==> src/rtl/hamming_enc_seq_pkg.sv <==
// Shared definitions for the Hamming (16,11) encode/decode sequencers:
// sequencer states and bit positions inside the parity vector.
package hamming_enc_seq_pkg;

  typedef enum logic [2:0] {
    ST_IDLE,
    ST_RD_LO,
    ST_RD_HI,
    ST_CAP,
    ST_WR_LO,
    ST_WR_HI,
    ST_DONE
  } state_t;

  localparam int MSG_W = 11;
  localparam int PAR_W = 5;

  // Positions inside the {p8,p4,p2,p1,p0} parity vector.
  localparam int P8_BIT = 4;
  localparam int P4_BIT = 3;
  localparam int P2_BIT = 2;
  localparam int P1_BIT = 1;
  localparam int P0_BIT = 0;

endpackage

==> src/rtl/hamming_parity_gen.sv <==
// Combinational Hamming (16,11) parity generator: msg[k-1] is data bit bk,
// output is {p8,p4,p2,p1,p0} with p0 the overall even parity.
module hamming_parity_gen
  import hamming_enc_seq_pkg::*;
(
  input  logic [MSG_W-1:0] msg,
  output logic [PAR_W-1:0] par
);

  logic p8, p4, p2, p1;

  assign p8 = ^msg[10:4];
  assign p4 = ^{msg[10], msg[9], msg[8], msg[7], msg[3], msg[2], msg[1]};
  assign p2 = ^{msg[10], msg[9], msg[6], msg[5], msg[3], msg[2], msg[0]};
  assign p1 = ^{msg[10], msg[8], msg[6], msg[4], msg[3], msg[1], msg[0]};

  always_comb begin
    par         = '0;
    par[P8_BIT] = p8;
    par[P4_BIT] = p4;
    par[P2_BIT] = p2;
    par[P1_BIT] = p1;
    par[P0_BIT] = (^msg) ^ p8 ^ p4 ^ p2 ^ p1;
  end

endmodule

==> src/rtl/hamming_enc_seq.sv <==
// Hamming (16,11) encode sequencer: reads NUM_WORDS byte-pair messages from
// data memory and writes each 16-bit codeword back as two bytes.
module hamming_enc_seq
  import hamming_enc_seq_pkg::*;
#(
  parameter int unsigned NUM_WORDS = 15,
  parameter int unsigned SRC_BASE  = 0,
  parameter int unsigned DST_BASE  = 30,
  parameter int unsigned AW        = 8
) (
  input  logic          clk,
  input  logic          rst,
  input  logic          start,
  output logic          busy,
  output logic          done,
  output logic [AW-1:0] mem_addr,
  output logic          mem_wr_en,
  output logic [7:0]    mem_wr_data,
  input  logic [7:0]    mem_rd_data
);

  localparam int unsigned IDX_W = (NUM_WORDS > 1) ? $clog2(NUM_WORDS) : 1;
  localparam logic [IDX_W-1:0] LAST_IDX = IDX_W'(NUM_WORDS - 1);

  state_t               state_q, state_d;
  logic [IDX_W-1:0]     idx_q, idx_d;
  logic [7:0]           lo_q, lo_d, hi_q, hi_d;
  logic [MSG_W-1:0]     msg;
  logic [PAR_W-1:0]     par;
  logic [AW-1:0]        pair_off, src_lo, dst_lo;

  assign msg      = {hi_q[2:0], lo_q};
  assign pair_off = AW'({idx_q, 1'b0});
  assign src_lo   = AW'(SRC_BASE) + pair_off;
  assign dst_lo   = AW'(DST_BASE) + pair_off;

  hamming_parity_gen u_parity (
    .msg (msg),
    .par (par)
  );

  // NOTE: state registers use non-blocking assignments so every flop samples
  // pre-edge values regardless of block evaluation order.
  always_ff @(posedge clk or posedge rst) begin
    if (rst) begin
      state_q <= ST_IDLE;
      idx_q   <= '0;
      lo_q    <= '0;
      hi_q    <= '0;
    end else begin
      state_q <= state_d;
      idx_q   <= idx_d;
      lo_q    <= lo_d;
      hi_q    <= hi_d;
    end
  end

  // NOTE: every always_comb output gets a default first so no path infers a latch.
  always_comb begin
    state_d = state_q;
    idx_d   = idx_q;
    lo_d    = lo_q;
    hi_d    = hi_q;
    unique case (state_q)
      ST_IDLE: if (start) begin
        state_d = ST_RD_LO;
        idx_d   = '0;
      end
      ST_RD_LO: state_d = ST_RD_HI;
      ST_RD_HI: begin
        lo_d    = mem_rd_data;
        state_d = ST_CAP;
      end
      ST_CAP: begin
        hi_d    = mem_rd_data;
        state_d = ST_WR_LO;
      end
      ST_WR_LO: state_d = ST_WR_HI;
      ST_WR_HI: begin
        if (idx_q == LAST_IDX) begin
          state_d = ST_DONE;
        end else begin
          idx_d   = idx_q + IDX_W'(1);
          state_d = ST_RD_LO;
        end
      end
      ST_DONE: if (!start) state_d = ST_IDLE;
      default: state_d = ST_IDLE;
    endcase
  end

  // Memory port and status are pure decodes of the registered state.
  always_comb begin
    busy        = 1'b0;
    done        = 1'b0;
    mem_addr    = '0;
    mem_wr_en   = 1'b0;
    mem_wr_data = '0;
    unique case (state_q)
      ST_RD_LO: begin
        busy     = 1'b1;
        mem_addr = src_lo;
      end
      ST_RD_HI: begin
        busy     = 1'b1;
        mem_addr = src_lo + AW'(1);
      end
      ST_CAP: busy = 1'b1;
      ST_WR_LO: begin
        busy        = 1'b1;
        mem_addr    = dst_lo;
        mem_wr_en   = 1'b1;
        mem_wr_data = {msg[3], msg[2], msg[1], par[P4_BIT],
                       msg[0], par[P2_BIT], par[P1_BIT], par[P0_BIT]};
      end
      ST_WR_HI: begin
        busy        = 1'b1;
        mem_addr    = dst_lo + AW'(1);
        mem_wr_en   = 1'b1;
        mem_wr_data = {msg[10:4], par[P8_BIT]};
      end
      ST_DONE: done = 1'b1;
      default: ;
    endcase
  end

endmodule
==> config.mk <==
export PLATFORM = sky130hd
export DESIGN_NAME = hamming_enc_seq
export DESIGN_NICKNAME = d
export VERILOG_FILES = /design/src/rtl/hamming_enc_seq_pkg.sv /design/src/rtl/hamming_parity_gen.sv /design/src/rtl/hamming_enc_seq.sv
export SDC_FILE = /design/constraint.sdc
export NUM_CORES = 1
export LEC_CHECK = 0
export ABC_AREA = 1
export ABC_CLOCK_PERIOD_IN_PS = 1660
export BUFFER_PORTS_ARGS = -buffer_cell sky130_fd_sc_hd__buf_4
export CORE_MARGIN = 2
export CORE_UTILIZATION = 55
export DETAILED_ROUTE_END_ITERATION = 10
export MAX_ROUTING_LAYER = met4
export PLACE_DENSITY = 0.88
export SLEW_MARGIN = 30
export SYNTH_ARGS = -nofsm -noshare
export SYNTH_HDL_FRONTEND = slang
export SYNTH_SLANG_ARGS = --single-unit
==> constraint.sdc <==
create_clock -name clk -period 1.66 [get_ports clk]
set_input_delay 0.332 -clock clk [delete_from_list [all_inputs] [get_ports clk]]
set_output_delay 0.332 -clock clk [all_outputs]
set_load 0.02 [all_outputs]
==> results by group, run 1 <==
Die
  • Initial core utilization: 57.0%
  • I/O pin count: 30
  • FP Rows: 19
  • Die width: 57.2 um
  • Die height: 57.2 um

Status
  • Status: did not finish
  • Failed at: 5_1_grt
  • Stop err: [ERROR DPL-0038] Utilization greater than 100%, impossible to legalize

Clocking
  • Root buf cell: clkbuf_4
  • CTS sink cnt: 18
  • Longest Clk Path Bufs: 2
  • Number of hold buffers added after cts: 0
  • H-Tree Level Count: 1
  • Inserted Clock Buffers: 3

Logic synthesis
  • Part of the Yosys area used for sequential elements: 28.9%
  • Mapped Avg Cell Area: 6.21 sq um
  • Post-synth ARST share: 100%
  • Number of synthesized flops with an enable pin: 0
  • Flops & latches, synth: 18
  • Synthesized area: 1560 sq um
  • Main synth FF type: dfrtp_1
  • Mapped Cells: 251
  • Count of different cell masters after synthesis: 27
  • Synth warn: 0

Timing
  • Worst EP kind: output port
  • Worst EP post-GRT repair: mem_wr_data[0]

Placed design
  • Detailed Place HPWL: 3.54 mm
  • Routability congestion estimate from global placement: 0.890
  • Buffers on Ports: 27

Global route
  • Largest net degree at the start of global routing: 19
-- cell families after synthesis --
group	after synthesis	synth area share [%]
and+or+nand+nor	145	40.2
buffers and inverters	40	10.1
AOI/OAI and AO/OA	37	13.7
DFF	18	28.9
xor gates and xnor gates	5	2.81
adders and majority gates	5	4.01
other	1	0.241
-- metrics by stage --
step	utilization [%]	instances	TNS (ns)	worst slack [ns]	instance area, sq um
CTS	88.7	363	-4.11	-0.395	2420
detailed placement	79.7	349	-0.923	-0.143	2180
floorplan	-	252	-0.0399	-0.0199	1640
global placement	79.7	349	-0.430	-0.0672	2180
-- synth_stat cells (2+ instances only) --
cell type,count,area share (%)
nand3_1,21,6.7
nor2_2,2,0.80
ha_1,5,4.0
o211ai_1,2,0.96
nand2_2,9,3.6
inv_1,27,6.5
buf_4,2,0.96
xor2_1,3,1.7
o22ai_1,8,3.2
o21ai_0,19,6.1
nor2_1,7,1.7
nor3_1,3,0.96
nand2_1,99,24
nor2_4,2,1.4
xnor2_1,2,1.1
inv_2,10,2.4
o21ai_1,3,0.96
dfrtp_1,18,29
-- timing repair --
item                                   CTS
setup endpoints to repair               16
endpoints found under the hold margin    0
resized for setup                       54
pin swaps                               16
buffers inserted                        11
==> run 2: changes to the inputs <==
--- a/config.mk
+++ b/config.mk
@@ -9,10 +9,9 @@
 export ABC_CLOCK_PERIOD_IN_PS = 1660
 export BUFFER_PORTS_ARGS = -buffer_cell sky130_fd_sc_hd__buf_4
 export CORE_MARGIN = 2
-export CORE_UTILIZATION = 55
+export CORE_UTILIZATION = 40
 export DETAILED_ROUTE_END_ITERATION = 10
-export MAX_ROUTING_LAYER = met4
-export PLACE_DENSITY = 0.88
+export PLACE_DENSITY_LB_ADDON = 0.15
 export SLEW_MARGIN = 30
 export SYNTH_ARGS = -nofsm -noshare
 export SYNTH_HDL_FRONTEND = slang
==> run 2 against run 1 <==
  * Synthesized cell count is the same
  * Synthesized area is the same
  * The flow now finishes, with violations (setup timing)
==> results by group, run 2 <==
Die
  • Initial core utilization: 42.0% (-15 points)
  • Die width: 66.4 um (+16%)
  • Die height: 66.4 um (+16%)
  • Die area: 4410 sq um
  • I/O pin count: 30 (unchanged)
  • Total core area: 3720 sq um
  • FP Rows: 22 (+3)

Placed design
  • Routability congestion estimate from global placement: 0.842 (-5.5%)
  • Placed cell area: 2190 sq um (+0.29%)
  • Pre-CTS setup slack: -0.104 ns (+0.0399 ns)
  • Buffers on Ports: 27 (unchanged)
  • Detailed Place HPWL: 3.40 mm (-3.9%)

Logic synthesis
  • Main synth FF type: dfrtp_1
  • Count of different cell masters after synthesis: 27 (unchanged)
  • Number of synthesized flops with an enable pin: 0 (unchanged)
  • Area contributors post-synth: dfrtp_1 (29%), nand2_1 (24%), nand3_1 (6.7%)
  • Top cell type's share of synthesized area: 28.9% (unchanged)
  • Flops & latches, synth: 18 (unchanged)
  • Cell with the most instances after synthesis: nand2_1
  • Part of the Yosys area used for sequential elements: 28.9% (unchanged)
  • Synth warn: 0 (unchanged)
  • Post-synth ARST share: 100% (unchanged)
  • Synthesized area: 1560 sq um (unchanged)
  • Mapped Cells: 251 (unchanged)
  • Commonest cells post-synth: nand2_1 (99), inv_1 (27), nand3_1 (21)
  • Mapped Avg Cell Area: 6.21 sq um (unchanged)
  • Synth area leader: dfrtp_1

Clocking
  • Clk slew on worst S/H paths: 0.08 ns
  • CTS tree: done
  • CTS sink cnt: 18 (unchanged)
  • Longest Clk Path Bufs: 2 (unchanged)
  • Inserted Clock Buffers: 3 (unchanged)
  • Worst skew pair latency: 0.25 ns
  • Number of hold buffers added after cts: 0 (unchanged)
  • H-Tree Level Count: 1 (unchanged)
  • Root buf cell: clkbuf_8

Global route
  • First-pass GRT wire length: 7.33 mm
  • Initial antenna violation count: 0
  • Vias in the first global route: 1751
  • Largest net degree at the start of global routing: 18
  • Remaining Overflow, GRT: 0
  • Total Routing Usage GR: 21.3%

Drt
  • DRC viols: 0
  • Per-cell routed wire length: 12.2 um
  • Total wire length: 4.72 mm
  • Drt via density: 4.87
  • Antenna-violating nets left: 0
  • Starting DRT DRC Count: 83
  • Routed vias: 1878
  • DR pass1 iterations: 4

Timing
  • Period utilization: 127%
  • Setup ws final: -0.443 ns
  • RSZ-0062 raised after global routing: true
  • Fmax: 0.476 GHz
  • Hold WS: 0.00961 ns
  • Final Hold Viols: 0
  • Endpoints failing setup: 14
  • Worst clock skew: 0.00394 ns
  • Max Slew Vio Count: 0
  • Tmin final: 2.10 ns

Finish
  • Layout cell share with drive strength beyond 1: 47.3%
  • Antenna Cells: 0
  • Most common cell after layout, fill and taps aside: nand2_1
  • Number of flip-flops in the largest register: 8
  • Final instance area: 2590 sq um
  • Regs by FF count: lo_q: 8 flops, idx_q: 4 flops
  • Most frequent cells in the layout: nand2_1 (84), buf_4 (68), nand3_1 (20)
  • Top reg by flops: lo_q
  • Nets: 355
  • P&R area growth vs syn: 66.5%

Power and ir drop
  • Max VDD drop: 0.000993 V
  • Power per standard cell area: 2120 nW/um^2
  • PnR Total Power: 5.51 mW
  • LEAKAGE: 1.38 nW

Flow run
  • Max-Cap Viols: 0

Setup path
  • Required time of the worst setup path: 1.33 ns
  • CP Launch Type: flip-flop
  • Worst Path Arrival: 1.77 ns
  • CP Capture Type: primary output
  • Worst-path maximum fanout: 8
  • CP Class: flip-flop to primary output

Hold path
  • Min-Delay Path Class: primary input to async pin

Status
  • Status: complete, but fails checks
  • Failing checks: setup timing
==> run 2: cell counts after synthesis <==
Identical to the previous run, type by type.
==> run 2: critical path: stages, from the launching register on <==
cell        delay (ns)
dfrtp_1           0.42
inv_2             0.12
ha_4              0.15
inv_2             0.06
nor2_4            0.14
clkinvlp_4        0.25
o22ai_2           0.24
buf_6             0.14
==> run 2: path summary, 6_finish.rpt <==
check | startpoint | to | slack [ns] | depth (start not counted)
min | rst | state_q[1] | 0.01 | 2
max in group asynchronous | rst | lo_q[1] | 1.17 | 3
min in group clk | mem_rd_data[6] | lo_q[6] | 0.28 | 3
max | state_q[1] | mem_wr_data[4] | -0.44 | 7
max reg2reg | state_q[2] | idx_q[3] | 0.01 | 9
min reg2reg | idx_q[2] | idx_q[2] | 0.64 | 2
==> run 2: area by class of cell <==
class                   instances  area, sq um
multi-input cells             194         1170
fillers                       303         1120
repair buffers                 85          702
flip-flops and latches         18          454
inverters                      37          150
well taps                      48         60.1
clock buffers                   4         55.1
==> run 2: cells by family after synthesis <==
group                      count (synthesis)  share of synthesized area (%)
adders and majority gates                  5                           4.01
xor gates and xnor gates                   5                           2.81
buffers and inverters                     40                           10.1
and+or+nand+nor                          145                           40.2
AOI/OAI and AO/OA                         37                           13.7
other                                      1                          0.241
DFF                                       18                           28.9
==> run 2: repair_timing <==
action | in CTS | in global routing
gates resized for setup | 44 | 23
pin swaps | 15 | 12
buffers inserted | 10 | 10
setup endpoints to repair | 14 | 17
==> run 2: per-stage QoR <==
| stage | utilization, % | cells | setup TNS [ns] |
|---|---|---|---|
| global route | 69.8 | 386 | -6.67 |
| floorplan | - | 252 | -0.0399 |
| detailed placement | 58.8 | 364 | -1.00 |
| CTS | 65.9 | 378 | -4.63 |
| finish | 69.8 | 386 | -5.45 |
| global placement | 58.8 | 364 | -0.760 |
==> run 2: report_power, final <==
part | switching (mW) | internal [mW] | leakage, nW | total, mW
registers | 0.243 | 0.632 | 0.224 | 0.875
logic | 2.29 | 1.97 | 1.12 | 4.26
clock network | 0.158 | 0.211 | 0.0288 | 0.369
==> run 2: metal layers <==
layer	GRT usage, %	share of wire (%)	vias up
met5	0	0	-
met4	3.83	0.57	0
met3	1.02	2.0	4
met2	42.9	55	33
met1	24.6	43	873
li1	-	-	968
Note: power is estimated with default switching activity, not from simulation.
